[config.mk]
export PLATFORM = sky130hd
export DESIGN_NAME = bus_fabric_flat
export DESIGN_NICKNAME = d
export VERILOG_FILES = /design/src/rtl/bus_fabric_if.sv /design/src/rtl/bus_fabric.sv /design/src/flat_wrapper.sv
export SDC_FILE = /design/constraint.sdc
export NUM_CORES = 1
export LEC_CHECK = 0
export BUFFER_PORTS_ARGS = -buffer_cell sky130_fd_sc_hd__buf_2
export CAP_MARGIN = 20
export CORE_MARGIN = 5
export CORE_UTILIZATION = 45
export DETAILED_ROUTE_END_ITERATION = 10
export GPL_TIMING_DRIVEN = 0
export PLACE_DENSITY_LB_ADDON = 0.1
export SLEW_MARGIN = 10
export SYNTH_ARGS = -nofsm -noshare
export SYNTH_HDL_FRONTEND = slang
export SYNTH_SLANG_ARGS = --single-unit
[constraint.sdc]
create_clock -name clk -period 7.2 [get_ports clk]
set_input_delay 1.8 -clock clk [delete_from_list [all_inputs] [get_ports clk]]
set_output_delay 1.8 -clock clk [all_outputs]
set_load 0.005 [all_outputs]
[src/rtl/bus_fabric_if.sv]
// Bus bundle between the 65C02 side and the slave regions.
//   cpu_ad/cpu_we/cpu_do  : CPU address phase (from CPU)
//   cpu_di/cpu_rdy        : read data and RDY back to the CPU
//   s_cs/s_we/s_addr/s_wdata : registered data-phase strobes to slaves
//   s_rdata/s_ack         : per-region read data and ack (from slaves)
// modport slave  : the fabric's view.
// modport master : the surrounding system (CPU plus slaves) that drives
//                  the fabric's inputs and observes its outputs.
interface bus_fabric_if #(
    parameter int N_REG = 4,
    parameter int AW    = 16,
    parameter int DW    = 8
);
    logic [AW-1:0]       cpu_ad;
    logic                cpu_we;
    logic [DW-1:0]       cpu_do;
    logic [DW-1:0]       cpu_di;
    logic                cpu_rdy;
    logic [N_REG-1:0]    s_cs;
    logic                s_we;
    logic [AW-1:0]       s_addr;
    logic [DW-1:0]       s_wdata;
    logic [N_REG*DW-1:0] s_rdata;
    logic [N_REG-1:0]    s_ack;

    modport slave (
        input  cpu_ad, cpu_we, cpu_do, s_rdata, s_ack,
        output cpu_di, cpu_rdy, s_cs, s_we, s_addr, s_wdata
    );

    modport master (
        output cpu_ad, cpu_we, cpu_do, s_rdata, s_ack,
        input  cpu_di, cpu_rdy, s_cs, s_we, s_addr, s_wdata
    );
endinterface

[src/rtl/bus_fabric.sv]
// Address decode, data-phase register, read mux and wait-state generator
// for a 65C02 bus with N_REG slave regions.
// Ports:
//   clk, rst  : clock, synchronous active-high reset
//   bus       : bus_fabric_if.slave (CPU address phase, slave data phase)
//   err_clr   : clears bus_err
//   bus_err   : sticky error (miss or ack timeout)
//   err_addr  : address of the most recent error
module bus_fabric #(
    parameter int                    N_REG   = 4,
    parameter int                    AW      = 16,
    parameter int                    DW      = 8,
    parameter logic [N_REG*AW-1:0]   BASE    = {16'h8000, 16'h6000, 16'h5000, 16'h0000},
    parameter logic [N_REG*AW-1:0]   MASK    = {16'h8000, 16'hF000, 16'hF000, 16'hC000},
    parameter logic [N_REG*4-1:0]    WAIT    = {4'd0, 4'd15, 4'd2, 4'd0},
    parameter int                    TIMEOUT = 16
) (
    input  logic          clk,
    input  logic          rst,
    bus_fabric_if.slave   bus,
    input  logic          err_clr,
    output logic          bus_err,
    output logic [AW-1:0] err_addr
);
    localparam int         IW    = (N_REG > 1) ? $clog2(N_REG) : 1;
    localparam logic [7:0] TO_M1 = 8'(TIMEOUT - 1);

    typedef enum logic [1:0] {RUN, WAITC, ACKW} state_t;

    state_t        state, state_nx;
    logic [3:0]    cnt, cnt_nx;
    logic [7:0]    tcnt, tcnt_nx;

    logic [IW-1:0] hit_idx, idx_q;
    logic          hit_miss, miss_q;
    logic          ph_q;        // 0 only straight after reset: suppresses the miss error
    logic          we_q;
    logic [AW-1:0] addr_q;
    logic [DW-1:0] wdata_q;

    logic [3:0]    w;
    logic          ack;
    logic [DW-1:0] rd;
    logic          rdy, tmo, err_ev;

    // Descending scan so the lowest matching region wins.
    always_comb begin
        hit_idx  = '0;
        hit_miss = 1'b1;
        for (int i = N_REG - 1; i >= 0; i--) begin
            if ((bus.cpu_ad & MASK[i*AW +: AW]) == BASE[i*AW +: AW]) begin
                hit_idx  = IW'(i);
                hit_miss = 1'b0;
            end
        end
    end

    assign w   = WAIT[int'(idx_q)*4 +: 4];
    assign ack = bus.s_ack[idx_q];
    assign rd  = bus.s_rdata[int'(idx_q)*DW +: DW];

    // RUN always marks the first cycle of a data phase, because every
    // address latch (rdy=1) returns the FSM to RUN.
    always_comb begin
        state_nx = state;
        cnt_nx   = cnt;
        tcnt_nx  = tcnt;
        rdy      = 1'b1;
        tmo      = 1'b0;
        err_ev   = 1'b0;
        case (state)
            RUN: begin
                if (miss_q) begin
                    err_ev = ph_q;
                end else if (w == 4'd15) begin
                    if (!ack) begin
                        rdy      = 1'b0;
                        tcnt_nx  = TO_M1;
                        state_nx = ACKW;
                    end
                end else if (w != 4'd0) begin
                    rdy      = 1'b0;
                    cnt_nx   = w - 4'd1;
                    state_nx = WAITC;
                end
            end
            WAITC: begin
                if (cnt != 4'd0) begin
                    rdy    = 1'b0;
                    cnt_nx = cnt - 4'd1;
                end else begin
                    state_nx = RUN;
                end
            end
            ACKW: begin
                if (ack) begin
                    state_nx = RUN;
                end else if (tcnt == 8'd0) begin
                    tmo      = 1'b1;
                    err_ev   = 1'b1;
                    state_nx = RUN;
                end else begin
                    rdy     = 1'b0;
                    tcnt_nx = tcnt - 8'd1;
                end
            end
            default: state_nx = RUN;
        endcase
    end

    always_ff @(posedge clk) begin
        if (rst) begin
            state    <= RUN;
            cnt      <= '0;
            tcnt     <= '0;
            idx_q    <= '0;
            miss_q   <= 1'b1;
            ph_q     <= 1'b0;
            we_q     <= 1'b0;
            addr_q   <= '0;
            wdata_q  <= '0;
            bus_err  <= 1'b0;
            err_addr <= '0;
        end else begin
            state <= state_nx;
            cnt   <= cnt_nx;
            tcnt  <= tcnt_nx;
            if (rdy) begin
                idx_q   <= hit_idx;
                miss_q  <= hit_miss;
                ph_q    <= 1'b1;
                we_q    <= bus.cpu_we;
                addr_q  <= bus.cpu_ad;
                wdata_q <= bus.cpu_do;
            end
            // Set has priority over clear.
            if (err_ev) begin
                bus_err  <= 1'b1;
                err_addr <= addr_q;
            end else if (err_clr) begin
                bus_err <= 1'b0;
            end
        end
    end

    always_comb begin
        bus.s_cs = '0;
        if (!miss_q) bus.s_cs[idx_q] = 1'b1;
    end

    assign bus.s_we    = we_q & ~miss_q & (state == RUN);
    assign bus.s_addr  = addr_q;
    assign bus.s_wdata = wdata_q;
    assign bus.cpu_rdy = rdy;
    assign bus.cpu_di  = (miss_q || tmo) ? {DW{1'b1}} : rd;
endmodule

[src/flat_wrapper.sv]
// flat-port wrapper written by rule: the top's interface ports become plain ports
module bus_fabric_flat 
#(
    parameter int                    N_REG   = 4,
    parameter int                    AW      = 16,
    parameter int                    DW      = 8,
    parameter logic [N_REG*AW-1:0]   BASE    = {16'h8000, 16'h6000, 16'h5000, 16'h0000},
    parameter logic [N_REG*AW-1:0]   MASK    = {16'h8000, 16'hF000, 16'hF000, 16'hC000},
    parameter logic [N_REG*4-1:0]    WAIT    = {4'd0, 4'd15, 4'd2, 4'd0},
    parameter int                    TIMEOUT = 16
)
  (clk, rst, err_clr, bus_err, err_addr, bus_cpu_ad, bus_cpu_we, bus_cpu_do, bus_s_rdata, bus_s_ack, bus_cpu_di, bus_cpu_rdy, bus_s_cs, bus_s_we, bus_s_addr, bus_s_wdata);
  bus_fabric_if #(.N_REG(N_REG), .AW(AW), .DW(DW)) bus_i ();
  input  logic clk;
  input  logic rst;
  input  logic err_clr;
  output logic bus_err;
  output logic [AW-1:0] err_addr;
  input wire logic [$bits(bus_i.cpu_ad)-1:0] bus_cpu_ad;
  input wire logic [$bits(bus_i.cpu_we)-1:0] bus_cpu_we;
  input wire logic [$bits(bus_i.cpu_do)-1:0] bus_cpu_do;
  input wire logic [$bits(bus_i.s_rdata)-1:0] bus_s_rdata;
  input wire logic [$bits(bus_i.s_ack)-1:0] bus_s_ack;
  output wire logic [$bits(bus_i.cpu_di)-1:0] bus_cpu_di;
  output wire logic [$bits(bus_i.cpu_rdy)-1:0] bus_cpu_rdy;
  output wire logic [$bits(bus_i.s_cs)-1:0] bus_s_cs;
  output wire logic [$bits(bus_i.s_we)-1:0] bus_s_we;
  output wire logic [$bits(bus_i.s_addr)-1:0] bus_s_addr;
  output wire logic [$bits(bus_i.s_wdata)-1:0] bus_s_wdata;
  assign bus_i.cpu_ad = bus_cpu_ad;
  assign bus_i.cpu_we = bus_cpu_we;
  assign bus_i.cpu_do = bus_cpu_do;
  assign bus_i.s_rdata = bus_s_rdata;
  assign bus_i.s_ack = bus_s_ack;
  assign bus_cpu_di = bus_i.cpu_di;
  assign bus_cpu_rdy = bus_i.cpu_rdy;
  assign bus_s_cs = bus_i.s_cs;
  assign bus_s_we = bus_i.s_we;
  assign bus_s_addr = bus_i.s_addr;
  assign bus_s_wdata = bus_i.s_wdata;
  bus_fabric #(.N_REG(N_REG), .AW(AW), .DW(DW), .BASE(BASE), .MASK(MASK), .WAIT(WAIT), .TIMEOUT(TIMEOUT)) u_core (.clk(clk), .rst(rst), .bus(bus_i), .err_clr(err_clr), .bus_err(bus_err), .err_addr(err_addr));
endmodule
==> out/metrics.cfg <==
[global_route]
grt_antenna_before_repair = 0
grt_pass1_vias = 2491
grt_pass1_wl_mm = 11.5
overflow = 0
grt_max_degree = 11
grt_usage_pct = 18.8

[power_and_ir_drop]
ir_worst_vdd_v = 0.000226
p_per_area_mw_per_mm2 = 304
power_frac_clock_pct = 32.9
netSwitchingFraction_pct = 30.5
share_comb_of_total_power_pct = 30.8
intPower_w = 0.000799
leakagePower_nw = 1.77
seq_power_share_pct = 36.2
switchingPower_w = 0.000351

[clock_tree]
clockRootBuffer = clkbuf_8
clock-sinks = 60
cts_buffer_depth = 2
cts_tree = done
clkSlewWorstSetupHoldPaths_ns = 0.07
ctsHtreeMaxLevel = 3
numCtsBuffers = 9
post-cts-setup-buffer-count = 0
cts.repair.resized = 0
clk_latency_ns = 0.34
hold_buffers = 0

[routing]
drcViolationCount = 0
vias = 2652
ant_nets = 0
routed_via_density = 5.11
wl_per_cell_microns = 13.9
drt_iter0_drc = 137
wl_mm = 7.23
drtPass1Iterations = 4

[place]
post-place-ws_ns = 2.08
dp_hpwl_mm = 5.36
finalWeightedCongestion = 0.746
numPortBuffers = 117

[worst_setup_path]
crit_required_ns = 5.40
path_max_fanout = 10
arrival_ns = 3.34
slowest_stage = mux4_2
crit_path_frequent_cell = buf_2
start_kind = input port
critical-path-max-stage-delay_ns = 0.55
cp-end-kind = output port
cp_cell_sequence = buf_2 > mux4_2 > a211oi_1 > o32a_2 > inv_2 > buf_2 > buf_2
criticalPathCategory = input port to output port

[die]
io-pin-count = 119
die_h_microns = 89.7
core-area_sq_mm = 0.00628
die_w_microns = 89.7
fp-row-count = 29
dieArea_sq_mm = 0.00804
floorplan.initialDensity_pct = 45.5

[synthesis]
ys.warnings.count = 0
syn_avg_cell_area_sq_um = 9.24
synth_cells = 309
synthesis.area_sq_mm = 0.00286
synth_seq_area_share_pct = 42.0
yosys.cell_types.count = 44
synth_enable_flop_cells = 0
synth.net_count = 380
ys_ff_latch = 60
synth_top_area_cell = dfxtp_1
synthArstFlopShare_pct = 0
synth_flop_cell = dfxtp_1
synth.area.top_cells = dfxtp_1 42%, mux4_1 7.4%, nand2_1 7.0%
yosysTopAreaCellShare_pct = 42.0

[cells_and_area]
layout-drive-gt1-share_pct = 36.2
syn_to_final_growth_pct = 32.6
nets = 508
n_fill_cell = 605
n_antenna_cell = 0

[timing]
setup_slack_ns = 2.06
layout_min_cycle_time_ns = 5.14
rsz0062_at_grt = false
finalSetupViolCount = 0
slew_headroom_pct = 49.6
finalHoldViolCount = 0
fin_skew_ns = 0.00696
clock.fmax_mhz = 195
tns_ns = 0
worst_pin_slew_ns = 0.754
finalCritPeriodShare_pct = 71.4
finalMaxSlewViolations = 0

[worst_hold_path]
hp-class = register to register

[flow_run]
cap_violations = 0

[status]
status = complete, no violations

-- flip-flops by register name, summed over array words and instances (netlist names) --
name / flops
u_core.state: 2
u_core.bus_err: 1
u_core.err_addr: 16
u_core.bus.s_wdata: 8
u_core.we_q: 1
u_core.cnt: 4
u_core.miss_q: 1
u_core.ph_q: 1
u_core.bus.s_addr: 16
u_core.idx_q: 2
u_core.tcnt: 8
-- power by group through the flow --
| stage | logic (W) | clock network [W] | registers, W |
|---|---|---|---|
| after global placement | 0.000351 | 0 | 0.000422 |
| after global routing | 0.000401 | 0.000404 | 0.000423 |
| after CTS | 0.000359 | 0.000387 | 0.000417 |
| final | 0.000355 | 0.000379 | 0.000417 |
| after detailed placement | 0.000357 | 0 | 0.000423 |
| after floorplan | 0.000237 | 0 | 0.000421 |
-- placed cells by master (no fill, tap or decap), types with 5 or more instances in the layout --
cell type,instances
mux2i_1,19
buf_2,122
ha_1,7
inv_1,8
nor2b_1,8
a211oi_1,6
clkbuf_8,11
a21oi_1,34
o21ai_0,6
clkbuf_1,7
nand2_1,53
or2_2,9
nor3_1,5
nor2_1,33
mux4_1,8
dfxtp_1,60
-- cell usage after synthesis, types with 4 or more instances --
cell and count:
nand2b_1 4, mux4_1 8, nor2b_1 8, o21ai_0 6, nor3_1 5, buf_2 5, or2_2 9, clkbuf_1 6
inv_1 8, a211oi_1 6, a21oi_1 34, dfxtp_1 60, ha_1 7, nand2_1 53, a311oi_1 4, mux2i_1 19
nor2_1 33
-- logic make-up after synthesis --
kind of cell	Yosys count	share of synthesized area, %
compound gates	62	13.5
xor+xnor	1	0.307
fa+ha+maj	7	3.07
buf+inv	26	4.95
flops	60	42.0
mux	29	15.2
simple gates	124	20.9
-- worst max-delay path: cells and delay by family --
| family | cells | cell delay (ns) |
|---|---|---|
| buffers and inverters | 4 | 0.53 |
| AOI/OAI and AO/OA | 2 | 0.46 |
| muxes | 1 | 0.55 |
-- area by class of cell --
cell class | count | area (sq um) | share of cell area, %
tap | 77 | 96.3 | 2.54
timing repair buffer | 117 | 586 | 15.5
multi-input combinational | 223 | 1510 | 40.0
clock buffer | 12 | 155 | 4.10
sequential | 60 | 1200 | 31.7
inverter | 9 | 33.8 | 0.892
clock inverter | 4 | 95.1 | 2.51
buffer | 17 | 108 | 2.84
-- stage by stage --
stage	instance area, sq um	instances	total power [W]	hold slack (ns)	utilization (%)
2_1_floorplan	2860	309	0.000658	0.427	-
3_3_place_gp	3540	503	0.000774	0.436	56.4
3_5_place_dp	3540	503	0.000780	0.442	56.4
4_1_cts	3790	519	0.00116	0.452	60.4
5_1_grt	3790	519	0.00123	0.478	60.4
6_report	3790	519	0.00115	0.448	60.4
-- final timing paths --
kind,from,endpoint,slack (ns),cells after the start
hold reg to reg,u_core.bus.s_wdata[5],u_core.bus.s_wdata[5],0.45,2
hold / removal,u_core.bus.s_wdata[5],u_core.bus.s_wdata[5],0.45,2
setup reg to reg,u_core.idx_q[0],u_core.cnt[2],4.74,8
setup / recovery,bus_s_ack[3],bus_cpu_rdy,2.06,7
-- per-layer routing --
layer | vias to the layer above | global-route usage, % | share of wire (%)
li1 | 1337 | - | -
met1 | 1225 | 23.2 | 43
met2 | 83 | 30.8 | 49
met3 | 7 | 6.75 | 6.9
met4 | 0 | 5.68 | 1.1
met5 | - | 0 | 0
No activity file was read; power rests on OpenSTA's default activity.
